$ cat config.mk
export PLATFORM = sky130hd
export DESIGN_NAME = addf_arb_flat
export DESIGN_NICKNAME = d
export VERILOG_FILES = /design/src/rtl/addf_arb_if.sv /design/src/rtl/addf_arb.sv /design/src/flat_wrapper.sv
export SDC_FILE = /design/constraint.sdc
export NUM_CORES = 1
export LEC_CHECK = 0
export BUFFER_PORTS_ARGS = -buffer_cell sky130_fd_sc_hd__buf_2
export CORE_AREA = 4 4 154 156
export DETAILED_ROUTE_END_ITERATION = 16
export DIE_AREA = 0 0 158 160
export SLEW_MARGIN = 20
export SYNTH_ARGS = -nofsm -noshare
export SYNTH_HDL_FRONTEND = slang
export SYNTH_SLANG_ARGS = --single-unit
$ cat constraint.sdc
create_clock -name clk -period 4.2 [get_ports clk]
set_input_delay 0.63 -clock clk [delete_from_list [all_inputs] [get_ports clk]]
set_output_delay 0.63 -clock clk [all_outputs]
set_load 0.05 [all_outputs]
$ cat src/rtl/addf_arb_if.sv
// rtl/addf_arb_if.sv - requester, response and shared-adder signals of addf_arb
// ADDF_ARB_OVF_EN adds the rsp_ovf signed-overflow flag.
interface addf_arb_if #(
    parameter int N = 4,
    parameter int W = 32
);
    localparam int IDW = $clog2(N);

    logic [N-1:0]   req_valid;
    logic [N*W-1:0] req_a;
    logic [N*W-1:0] req_b;
    logic [N-1:0]   req_ready;
    logic [N-1:0]   rsp_valid;
    logic [N-1:0]   rsp_ready;
    logic [W-1:0]   rsp_data;
    logic [W-1:0]   add_a;
    logic [W-1:0]   add_b;
    logic [W-1:0]   add_sum;
    logic [IDW-1:0] grant_id;
    logic           busy;
`ifdef ADDF_ARB_OVF_EN
    logic           rsp_ovf;

    modport master (
        output req_valid, req_a, req_b, rsp_ready, add_sum,
        input  req_ready, rsp_valid, rsp_data, add_a, add_b, grant_id, busy, rsp_ovf
    );
    modport slave (
        input  req_valid, req_a, req_b, rsp_ready, add_sum,
        output req_ready, rsp_valid, rsp_data, add_a, add_b, grant_id, busy, rsp_ovf
    );
`else
    modport master (
        output req_valid, req_a, req_b, rsp_ready, add_sum,
        input  req_ready, rsp_valid, rsp_data, add_a, add_b, grant_id, busy
    );
    modport slave (
        input  req_valid, req_a, req_b, rsp_ready, add_sum,
        output req_ready, rsp_valid, rsp_data, add_a, add_b, grant_id, busy
    );
`endif
endinterface

$ cat src/rtl/addf_arb.sv
// rtl/addf_arb.sv - round-robin arbiter/sequencer sharing one external adder among N requesters
// ADDF_ARB_OVF_EN adds a registered signed-overflow flag (rsp_ovf) alongside rsp_data.
module addf_arb #(
    parameter int N = 4,
    parameter int W = 32
) (
    input  logic       clk,
    input  logic       rst,
    addf_arb_if.slave  bus
);
    localparam int IDW = $clog2(N);

    typedef enum logic [1:0] {IDLE, EXEC, RESP} state_t;

    state_t         state_q, state_d;
    logic [IDW-1:0] ptr_q, ptr_d;
    logic [IDW-1:0] grant_id_q, grant_id_d;
    logic [W-1:0]   op_a_q, op_a_d;
    logic [W-1:0]   op_b_q, op_b_d;
    logic [W-1:0]   rsp_data_q, rsp_data_d;
    logic [N-1:0]   rsp_valid_q, rsp_valid_d;
    logic           busy_q, busy_d;
    logic           ovf_q, ovf_d;
    logic [N-1:0]   req_ready_c;
    logic           win_found;
    logic [IDW-1:0] win_id;

    // First valid requester at or after ptr, wrapping modulo N.
    always_comb begin : pick
        logic [IDW:0] sum;
        sum       = '0;
        win_found = 1'b0;
        win_id    = ptr_q;
        for (int k = 0; k < N; k++) begin
            sum = {1'b0, ptr_q} + (IDW+1)'(k);
            if (sum >= (IDW+1)'(N)) begin
                sum = sum - (IDW+1)'(N);
            end
            if (!win_found && bus.req_valid[sum[IDW-1:0]]) begin
                win_found = 1'b1;
                win_id    = sum[IDW-1:0];
            end
        end
    end

    always_comb begin : next
        state_d     = state_q;
        ptr_d       = ptr_q;
        grant_id_d  = grant_id_q;
        op_a_d      = op_a_q;
        op_b_d      = op_b_q;
        rsp_data_d  = rsp_data_q;
        rsp_valid_d = rsp_valid_q;
        busy_d      = busy_q;
        ovf_d       = ovf_q;
        req_ready_c = '0;
        case (state_q)
            IDLE: begin
                if (win_found) begin
                    req_ready_c[win_id] = 1'b1;
                    op_a_d     = bus.req_a[win_id*W +: W];
                    op_b_d     = bus.req_b[win_id*W +: W];
                    grant_id_d = win_id;
                    busy_d     = 1'b1;
                    state_d    = EXEC;
                end
            end
            EXEC: begin
                rsp_data_d              = bus.add_sum;
                ovf_d                   = (op_a_q[W-1] == op_b_q[W-1]) &&
                                          (bus.add_sum[W-1] != op_a_q[W-1]);
                rsp_valid_d             = '0;
                rsp_valid_d[grant_id_q] = 1'b1;
                state_d                 = RESP;
            end
            RESP: begin
                // Only the owner's rsp_ready can complete the transfer.
                if (bus.rsp_ready[grant_id_q]) begin
                    rsp_valid_d = '0;
                    busy_d      = 1'b0;
                    ptr_d       = (grant_id_q == IDW'(N-1)) ? '0 : grant_id_q + 1'b1;
                    state_d     = IDLE;
                end
            end
            default: begin
                state_d = IDLE;
            end
        endcase
    end

    always_ff @(posedge clk or posedge rst) begin
        if (rst) begin
            state_q     <= IDLE;
            ptr_q       <= '0;
            grant_id_q  <= '0;
            op_a_q      <= '0;
            op_b_q      <= '0;
            rsp_data_q  <= '0;
            rsp_valid_q <= '0;
            busy_q      <= 1'b0;
            ovf_q       <= 1'b0;
        end else begin
            state_q     <= state_d;
            ptr_q       <= ptr_d;
            grant_id_q  <= grant_id_d;
            op_a_q      <= op_a_d;
            op_b_q      <= op_b_d;
            rsp_data_q  <= rsp_data_d;
            rsp_valid_q <= rsp_valid_d;
            busy_q      <= busy_d;
            ovf_q       <= ovf_d;
        end
    end

    assign bus.req_ready = req_ready_c;
    assign bus.rsp_valid = rsp_valid_q;
    assign bus.rsp_data  = rsp_data_q;
    assign bus.add_a     = op_a_q;
    assign bus.add_b     = op_b_q;
    assign bus.grant_id  = grant_id_q;
    assign bus.busy      = busy_q;
`ifdef ADDF_ARB_OVF_EN
    assign bus.rsp_ovf   = ovf_q;
`else
    logic unused_ovf;
    assign unused_ovf = ovf_q;
`endif
endmodule
$ cat src/flat_wrapper.sv
// flat-port wrapper written by rule: the top's interface ports become plain ports
module addf_arb_flat 
#(
    parameter int N = 4,
    parameter int W = 32
)
  (clk, rst, bus_req_valid, bus_req_a, bus_req_b, bus_rsp_ready, bus_add_sum, bus_req_ready, bus_rsp_valid, bus_rsp_data, bus_add_a, bus_add_b, bus_grant_id, bus_busy);
  addf_arb_if #(.N(N), .W(W)) bus_i ();
  input  logic clk;
  input  logic rst;
  input wire logic [$bits(bus_i.req_valid)-1:0] bus_req_valid;
  input wire logic [$bits(bus_i.req_a)-1:0] bus_req_a;
  input wire logic [$bits(bus_i.req_b)-1:0] bus_req_b;
  input wire logic [$bits(bus_i.rsp_ready)-1:0] bus_rsp_ready;
  input wire logic [$bits(bus_i.add_sum)-1:0] bus_add_sum;
  output wire logic [$bits(bus_i.req_ready)-1:0] bus_req_ready;
  output wire logic [$bits(bus_i.rsp_valid)-1:0] bus_rsp_valid;
  output wire logic [$bits(bus_i.rsp_data)-1:0] bus_rsp_data;
  output wire logic [$bits(bus_i.add_a)-1:0] bus_add_a;
  output wire logic [$bits(bus_i.add_b)-1:0] bus_add_b;
  output wire logic [$bits(bus_i.grant_id)-1:0] bus_grant_id;
  output wire logic [$bits(bus_i.busy)-1:0] bus_busy;
  assign bus_i.req_valid = bus_req_valid;
  assign bus_i.req_a = bus_req_a;
  assign bus_i.req_b = bus_req_b;
  assign bus_i.rsp_ready = bus_rsp_ready;
  assign bus_i.add_sum = bus_add_sum;
  assign bus_req_ready = bus_i.req_ready;
  assign bus_rsp_valid = bus_i.rsp_valid;
  assign bus_rsp_data = bus_i.rsp_data;
  assign bus_add_a = bus_i.add_a;
  assign bus_add_b = bus_i.add_b;
  assign bus_grant_id = bus_i.grant_id;
  assign bus_busy = bus_i.busy;
  addf_arb #(.N(N), .W(W)) u_core (.clk(clk), .rst(rst), .bus(bus_i));
endmodule
==> flow_summary.yaml, run 1 <==
setup_path:
  crit_chain: "buf_2 > buf_4 > nor2b_1 > o21ai_1 > o221a_2 > and3_1 > buf_2"
  r2r-end: "u_core.bus.add_a[12]"
  cp-endpoint: "bus_req_ready[3]"
  crit_arrival_ps: 2450
  ff2ff_path_depth: 6
  crit_family: "buffers and inverters"
  worst-path-max-fanout: 57
  cp.required_ps: 3570
  cp_num_cells: 7
  cpMostUsedCell: "buf_2"
  cp-startpoint: "bus_req_valid[3]"
  rrSetupSlack_ps: 1810
  critPathBufInv: 3
  criticalPathCategory: "primary input to output port"
  max_stage_delay_ps: 530
  cp_slowest_cell: "buf_4"
  endpoint_kind: "output port"
  crit_path_start_kind: "primary input"
  r2r-start: "u_core.ptr_q[1]"
yosys:
  syn_area_per_cell_sq_um: 10.3
  synth_area_sq_um: 6400
  synth_top_area_share_pct: 41.8
  synth.top_cells.by_count: "107 x dfrtp_1, 48 x o211ai_1, 47 x a21oi_1, 46 x o22a_1, 46 x o31ai_1"
  yosys_warnings: 0
  synth.most_common_cell: "dfrtp_1"
  netlist_instances: 621
  synth.area.top_cells: "dfrtp_1 42%, a221o_1 7.0%, o22a_1 6.3%"
  ys.flop_type: "dfrtp_1"
  yosysTopAreaCell: "dfrtp_1"
  yosysSeqAreaShare_pct: 41.8
  ys_async_sr_fraction_pct: 100
  synth_edf_count: 0
  synth.net_count: 923
  yosysUniqueCellTypes: 47
  synth_seq_cells: 107
sta:
  worst_slew_pin_slew_ps: 1020
  setup_violations: 0
  relSlewSlack_pct: 31.6
  max_freq_mhz: 324
  skew_ps: 12.8
  finalMaxSlewViolations: 0
  period_share_pct: 73.4
  setup_tns_ps: 0
  rsz0062_at_grt: "no"
  fin_crit_ps: 3080
  hold_violations: 0
job:
  drv_cap: 0
drt:
  drc_errors: 0
  routed_wl_um: 25600
  initialDrtViolationCount: 566
  via_count: 6866
  via_per_inst: 5.42
  first_pass_iters: 5
  wl_per_cell_um: 20.2
  ant_nets: 0
global_routing:
  antenna_found_initial: 3
  grt_overflow: 0
  grt_max_degree: 59
  grt_pass1_wl_um: 38600
  grt_pass1_vias: 6949
  grt_usage_pct: 19.1
clock_tree:
  ctsResizeCount: 0
  h-tree-depth: 3
  root_buffer: "clkbuf_16"
  cts_buffers: 9
  clockBufferDepth: 2
  cts.sinks: 107
  postCtsSetupBuffers: 0
  cts_tree: "yes"
  clock_latency_ps: 360
  cts_hold_buf: 0
  clk_pin_slew_ps: 90
outcome:
  outcome: "finished, final reports clean"
pwr:
  leakage_nw: 4.06
  power.density_nw_per_um2: 895
  ir_drop_v: 0.000422
  p_total_w: 0.00793
final_layout:
  drive_above_1_share_pct: 49.5
  nets: 1277
  syn_to_final_growth_pct: 38.5
die:
  dieHeight_um: 160
  start_util_pct: 28.6
  core_area_sq_um: 22400
  die_w_um: 158
  io_pins: 405
  die-area_sq_um: 25300
  placementRows: 55
placed_design:
  place_congestion: 0.846
  io_buffers: 404
  dp.final_hpwl_um: 18200
min_path:
  hp-class: "primary input to asynchronous set/reset pin"
## layout by cell type (no fill, tap or decap), drive strengths merged
cell type and n:
a21oi 47, a221o 45, a221oi 19, a2bb2oi 2
a311oi 1, and2 1, and3 1, buf 419
clkbuf 9, clkinv 3, dfrtp 107, diode 1
ha 4, inv 11, mux2 33, mux2i 19
mux4 1, nand2 18, nand2b 2, nand3b 2
nor2 23, nor2b 5, nor3 5, nor3b 2
nor4 1, nor4b 2, nor4bb 1, o211ai 48
o21a 2, o21ai 29, o21bai 2, o221a 1
o22a 46, o22ai 19, o2bb2ai 2, o31a 1
o31ai 46, or3 1
## worst reg2reg max path, delay by kind of cell, from the launching register on
kind	cells	cell delay [ps]
AOI/OAI and AO/OA	4	940
DFF	1	600
buffers and inverters	2	760
## how the worst min path moves through the flow
stage / from / endpoint / cells after the start
finish: rst / u_core.bus.rsp_data[26] / 2
global route: rst / u_core.bus.rsp_data[23] / 2
CTS: rst / u_core.bus.rsp_data[26] / 2
detailed placement: u_core.bus.busy / u_core.bus.busy / 2
global placement: u_core.bus.busy / u_core.bus.busy / 2
floorplan: u_core.state_q[0] / u_core.state_q[1] / 2
## through the flow
stage	utilization [%]	worst slack (ps)	hold WS, ps	instance area [sq um]	std cells
3_5_place_dp	38.2	1080	463	8550	1249
6_report	39.7	1120	370	8870	1266
2_1_floorplan	-	753	520	6400	621
5_1_grt	39.6	985	415	8870	1265
4_1_cts	39.6	1080	379	8870	1265
3_3_place_gp	38.2	1080	465	8550	1249
## state kept, by name, indices dropped and copies added (netlist names)
signal                cells
u_core.state_q            2
u_core.bus.rsp_valid      4
u_core.bus.add_b         32
u_core.bus.grant_id       2
u_core.bus.add_a         32
u_core.ptr_q              2
u_core.bus.busy           1
u_core.bus.rsp_data      32
## report_power, final
part	total (W)	switching (W)	internal, W	leakage, nW
Sequential	0.00190	0.000341	0.00156	1.22
Combinational	0.00512	0.00356	0.00157	2.68
Clock	0.000906	0.000471	0.000434	0.153
Total	0.00793	0.00437	0.00356	4.06
## logic make-up (layout without fill, tap and decap cells)
logic type / count (synthesis) / count (layout) / share of synthesized area, %
AO/OA/AOI/OAI: 310 / 310 / 36.5
adder cells (fa/ha/maj): 4 / 4 / 0.781
buffers and inverters: 83 / 442 / 6.72
flip-flops: 107 / 107 / 41.8
multiplexers: 53 / 53 / 9.12
other: 0 / 1 / 0
AND/OR/NAND/NOR: 64 / 64 / 5.06
## layer usage
layer | global-route usage, % | share of wire (%) | vias to the layer above
li1 | - | - | 3198
met5 | 0 | 0.082 | -
met3 | 4.91 | 8.3 | 36
met1 | 24.4 | 41 | 3305
met4 | 4.50 | 1.6 | 4
met2 | 32.2 | 49 | 323
## cell type report
class,count,area (sq um)
Antenna cell,1,2.50
Tap cell,285,357
Inverter,7,28.8
Timing Repair Buffer,419,2150
Sequential cell,107,2680
Clock buffer,9,225
Multi-Input combinational cell,431,3340
Fill cell,2301,13500
Clock inverter,7,88.8
Power figures use the tool's default switching activity.
==> run 2: changes to the inputs <==
clock period = 2.5 ns   (was 4.2 ns; I/O delays follow)
==> run 2 against run 1 <==
Net effect:
- clock power increased by 66%
- final area increased by 1.8%
- global-route usage increased by 0.14 points
- non-clock buffer count increased by 10
- critical path depth decreased by 2
- die area unchanged
==> flow_summary.yaml, run 2 (synthesized netlist as in run 1, its figures left out) <==
die:
  io_pins: 405
  placementRows: 55
  die_w_um: 158
  die-area_sq_um: 25300
  dieHeight_um: 160
  core_area_sq_um: 22400
  start_util_pct: 28.6
setup_path:
  cp.required_ps: 2120
  endpoint_kind: "output port"
  crit_arrival_ps: 2020
  worst-path-max-fanout: 14
  crit_family: "compound AO/OA/AOI/OAI gates"
  critPathBufInv: 1
  cp_slowest_cell: "dfrtp_2"
  max_stage_delay_ps: 470
  criticalPathCategory: "register to output port"
  crit_chain: "nand2b_1 > o21a_1 > o221a_2 > nor3_2 > buf_2"
  crit_path_start_kind: "register"
min_path:
  hp-class: "primary input to asynchronous set/reset pin"
final_layout:
  syn_to_final_growth_pct: 41.0
  layout_commonest_cell: "buf_2"
  drive_above_1_share_pct: 50.3
  nets: 1287
  final_cell_mix: "404 x buf_2, 105 x dfrtp_1, 48 x o211ai_1, 47 x a21oi_1, 46 x o31ai_1"
global_routing:
  grt_max_degree: 64
  grt_pass1_vias: 6951
  grt_usage_pct: 19.2
  antenna_found_initial: 4
  globalRouteMet3Util_pct: 4.36
  top_usage_layer: "met2"
  met2_usage_pct: 32.4
  grt_overflow: 0
  grtUsageMet1_pct: 24.7
  grt_pass1_wl_um: 38700
pwr:
  ir_drop_v: 0.000940
  p_seq_share_pct: 23.6
  power.density_nw_per_um2: 1490
  clock_power_share_pct: 11.1
  leakage_nw: 4.12
  power_switching_w: 0.00732
  intPower_w: 0.00615
  p_comb_share_pct: 65.3
  switching_share_pct: 54.3
placed_design:
  place_ws_ps: 255
  dp.final_hpwl_um: 18900
  place_congestion: 0.821
  io_buffers: 404
clock_tree:
  cts_buffers: 9
  clock_latency_ps: 360
  cts_tree: "yes"
  clk_pin_slew_ps: 90
  clockBufferDepth: 2
  postCtsSetupBuffers: 0
  h-tree-depth: 3
  cts.sinks: 107
  root_buffer: "clkbuf_16"
drt:
  wl_per_cell_um: 20.3
  via_per_inst: 5.39
  ant_nets: 0
  drc_errors: 0
  via_count: 6886
  first_pass_iters: 5
  routed_wl_um: 25900
  initialDrtViolationCount: 495
sta:
  relSlewSlack_pct: 45.8
  hold_violations: 0
  finalMaxSlewViolations: 0
  setup_violations: 0
  setup_tns_ps: 0
  rsz0062_at_grt: "no"
  worst_slew_pin_slew_ps: 813
  skew_ps: 18.3
  fin_crit_ps: 2390
  setup_slack_ps: 108
  period_share_pct: 95.7
  max_freq_mhz: 418
job:
  drv_cap: 0
outcome:
  outcome: "finished, final reports clean"
run 2: worst min-delay path, stage by stage:
cell        delay, ps
buf_2             110
clkinvlp_4         60
buf_4             480
run 2: path summary, 6_finish.rpt:
check	slack (ps)	to	cells after the start	startpoint
max reg2reg	470	u_core.bus.add_b[28]	6	u_core.ptr_q[0]
max in group asynchronous	1610	u_core.ptr_q[0]	3	rst
min	190	u_core.bus.add_a[3]	3	rst
min in group clk	240	u_core.bus.rsp_data[2]	2	bus_add_sum[2]
max	110	bus_req_ready[2]	5	u_core.ptr_q[1]
min reg2reg	510	u_core.bus.add_b[22]	1	u_core.bus.add_b[22]
run 2: what timing repair did:
item                                   in CTS  in global routing
endpoints found under the hold margin       0                  0
setup endpoints to repair                   2                  2
gates resized for setup                     1                  1
hold buffers                                0                  0
run 2: stage by stage:
step | std cells | total power (W) | utilization (%) | cell area, sq um | hold slack (ps)
2_1_floorplan | 621 | 0.00973 | - | 6410 | 520
3_3_place_gp | 1259 | 0.0120 | 38.9 | 8710 | 483
3_5_place_dp | 1259 | 0.0121 | 38.9 | 8710 | 490
4_1_cts | 1275 | 0.0136 | 40.3 | 9020 | 196
5_1_grt | 1277 | 0.0143 | 40.4 | 9030 | 217
6_report | 1277 | 0.0135 | 40.4 | 9030 | 189
run 2: per-layer routing:
layer / wire length, um / up-vias / part of all wire (%)
met2: 12800 / 350 / 49
li1: - / 3224 / -
met5: 21 / - / 0.081
met3: 2230 / 34 / 8.6
met4: 469 / 4 / 1.8
met1: 10400 / 3274 / 40
run 2: power by group through the flow:
stage	Clock, W	Sequential (W)	Combinational (W)
after floorplan	0	0.00604	0.00369
final	0.00150	0.00317	0.00880
after detailed placement	0	0.00320	0.00887
after global routing	0.00164	0.00329	0.00934
after CTS	0.00156	0.00318	0.00888
after global placement	0	0.00318	0.00878
run 2: area by class of cell:
cell class	count	area, sq um
sequential	107	2680
fill	2280	13300
clock buffer	9	225
antenna	2	5.00
clock inverter	7	86.3
inverter	7	30.0
tap	285	357
multi-input combinational	431	3350
timing repair buffer	429	2300
==> run 3: changes to the inputs <==
CORE_AREA = 4 4 157 159   (was 4 4 154 156)
CTS_BUF_LIST = sky130_fd_sc_hd__clkbuf_4   (was unset)
DIE_AREA = 0 0 161 163   (was 0 0 158 160)
==> run 3 against run 2 <==
Net effect:
- register-to-register slack worse by 100 ps
- total power down 3.0%
- combinational power increased by 2%
- via count is 1.3% higher
- fmax increased by 1.9%
- clock-buffer cell count stayed put
- clock skew rose by 10 ps
- highest routed layer unchanged
- final cell count grew 3.0%
- first-iteration DRC count grew 7.1%
- core utilization down 1.6 points
==> flow_summary.yaml, run 3 (synthesized netlist as in run 1, its figures left out) <==
job:
  drv_cap: 0
clock_tree:
  clk_pin_slew_ps: 210
  h-tree-depth: 3
  root_buffer: "clkbuf_4"
  cts_buffers: 9
  clock_latency_ps: 470
  cts_tree: "yes"
  cts.sinks: 107
  clockBufferDepth: 2
pwr:
  p_comb_share_pct: 68.6
  power.density_nw_per_um2: 1450
  intPower_w: 0.00574
  ir_drop_v: 0.000720
  switching_share_pct: 56.1
  p_seq_share_pct: 24.0
  clock_power_share_pct: 7.3
  power_switching_w: 0.00733
  leakage_nw: 4.10
setup_path:
  cp.required_ps: 2120
  cpMostUsedCell: "buf_6"
  crit_chain: "buf_6 > nand2b_1 > o21a_1 > o221a_4 > and3_4 > buf_6"
  crit_family: "flip-flops"
  ff2ff_path_depth: 7
  crit_path_start_kind: "register"
  cp_slowest_cell: "dfrtp_2"
  crit_arrival_ps: 1970
  max_stage_delay_ps: 470
  criticalPathCategory: "register to output port"
  critPathBufInv: 2
  worst-path-max-fanout: 7
  cp_num_cells: 6
  endpoint_kind: "output port"
  rrSetupSlack_ps: 370
sta:
  setup_tns_ps: 0
  hold-worst-slack_ps: 96.0
  max_freq_mhz: 426
  hold_violations: 0
  fin_crit_ps: 2350
  relSlewSlack_pct: 54.0
  worst_slew_pin_slew_ps: 689
  skew_ps: 28.7
  finalMaxSlewViolations: 0
  setup_slack_ps: 152
  setup_violations: 0
  period_share_pct: 93.9
drt:
  wl_per_cell_um: 19.4
  routed_wl_um: 25600
  initialDrtViolationCount: 530
  via_per_inst: 5.31
  ant_nets: 0
  first_pass_iters: 5
  drc_errors: 0
  via_count: 6978
final_layout:
  layout.cells.non_filler: 1315
  syn_to_final_growth_pct: 41.0
  fin_util_pct: 38.8
  nets: 1292
  drive_above_1_share_pct: 50.8
  nFillCells: 2384
  final_cell_mix: "401 x buf_2, 105 x dfrtp_1, 48 x o211ai_1, 46 x o31ai_1, 46 x a21oi_1"
  layout_commonest_cell: "buf_2"
die:
  start_util_pct: 27.5
  die-area_sq_um: 26200
  placementRows: 56
  core_area_sq_um: 23300
  io_pins: 405
  die_w_um: 161
  dieHeight_um: 163
global_routing:
  grt_overflow: 0
  grt_usage_pct: 18.2
  grt_max_degree: 61
  grt_pass1_vias: 7088
  grt_pass1_wl_um: 38200
  antenna_found_initial: 2
min_path:
  holdPathStages: 2
  hp-class: "primary input to register"
placed_design:
  place_congestion: 0.818
  dp.final_hpwl_um: 18400
  place_ws_ps: 254
  io_buffers: 404
  place_inst: 1292
outcome:
  outcome: "finished, final reports clean"
-- run 3: changes by cell type in the layout (fill, tap and decap cells not counted), sizes merged --
cell         before  now
buf             429  433
diode             2    1
dlygate4sd3       0    1
-- run 3: stage by stage --
step | instance area (sq um) | power (W)
2_1_floorplan | 6410 | 0.00973
3_3_place_gp | 8740 | 0.0120
3_5_place_dp | 8760 | 0.0121
4_1_cts | 8970 | 0.0131
5_1_grt | 9030 | 0.0139
6_report | 9030 | 0.0131
-- run 3: worst paths after layout --
kind	endpoint	startpoint
setup / recovery	bus_req_ready[3]	u_core.ptr_q[1]
hold / removal	u_core.bus.rsp_data[25]	bus_add_sum[25]
setup reg to reg	u_core.bus.add_a[23]	u_core.ptr_q[0]
hold reg to reg	u_core.bus.busy	u_core.bus.busy
max in group asynchronous	u_core.bus.add_b[25]	rst
min in group asynchronous	u_core.bus.rsp_data[30]	rst
-- run 3: worst reg2reg max path, cell delays in order, from the launching register on --
cell and delay, ps:
dfrtp_2 510, buf_4 170, nand3b_1 70, o211ai_1 130, o2bb2ai_4 310, buf_16 260
a221o_1 400, o22a_1 190
-- run 3: per-layer routing --
| metal | wire length [um] | vias to the layer above | track usage (%) |
|---|---|---|---|
| met4 | 482 | 2 | 5.58 |
| met1 | 10300 | 3332 | 22.3 |
| met3 | 2150 | 36 | 4.76 |
| met5 | 13 | - | 0 |
| li1 | - | 3234 | - |
| met2 | 12600 | 374 | 31.3 |
-- run 3: cell type report --
class                           count  area [sq um]  area share (%)
Antenna cell                        1          2.50          0.0277
Clock buffer                        9          67.6           0.748
Clock inverter                      7          86.3           0.956
Inverter                            7          30.0           0.333
Multi-Input combinational cell    431          3390            37.5
Sequential cell                   107          2680            29.7
Tap cell                          319           399            4.42
Timing Repair Buffer              434          2380            26.3
-- run 3: repair_timing --
action                                  4_1_cts  5_1_grt
endpoints found under the setup margin        3        3
pin swaps                                     2        3
hold buffers                                  1        0
endpoints found under the hold margin        60        0
buffers inserted                              1        4
resized for setup                            10        6
-- run 3: power by group through the flow --
stage | registers [W] | clock network (W) | logic, W
floorplan | 0.00604 | 0 | 0.00369
global placement | 0.00318 | 0 | 0.00881
detailed placement | 0.00319 | 0 | 0.00889
CTS | 0.00315 | 0.00103 | 0.00896
global route | 0.00326 | 0.00109 | 0.00953
finish | 0.00314 | 0.000957 | 0.00897
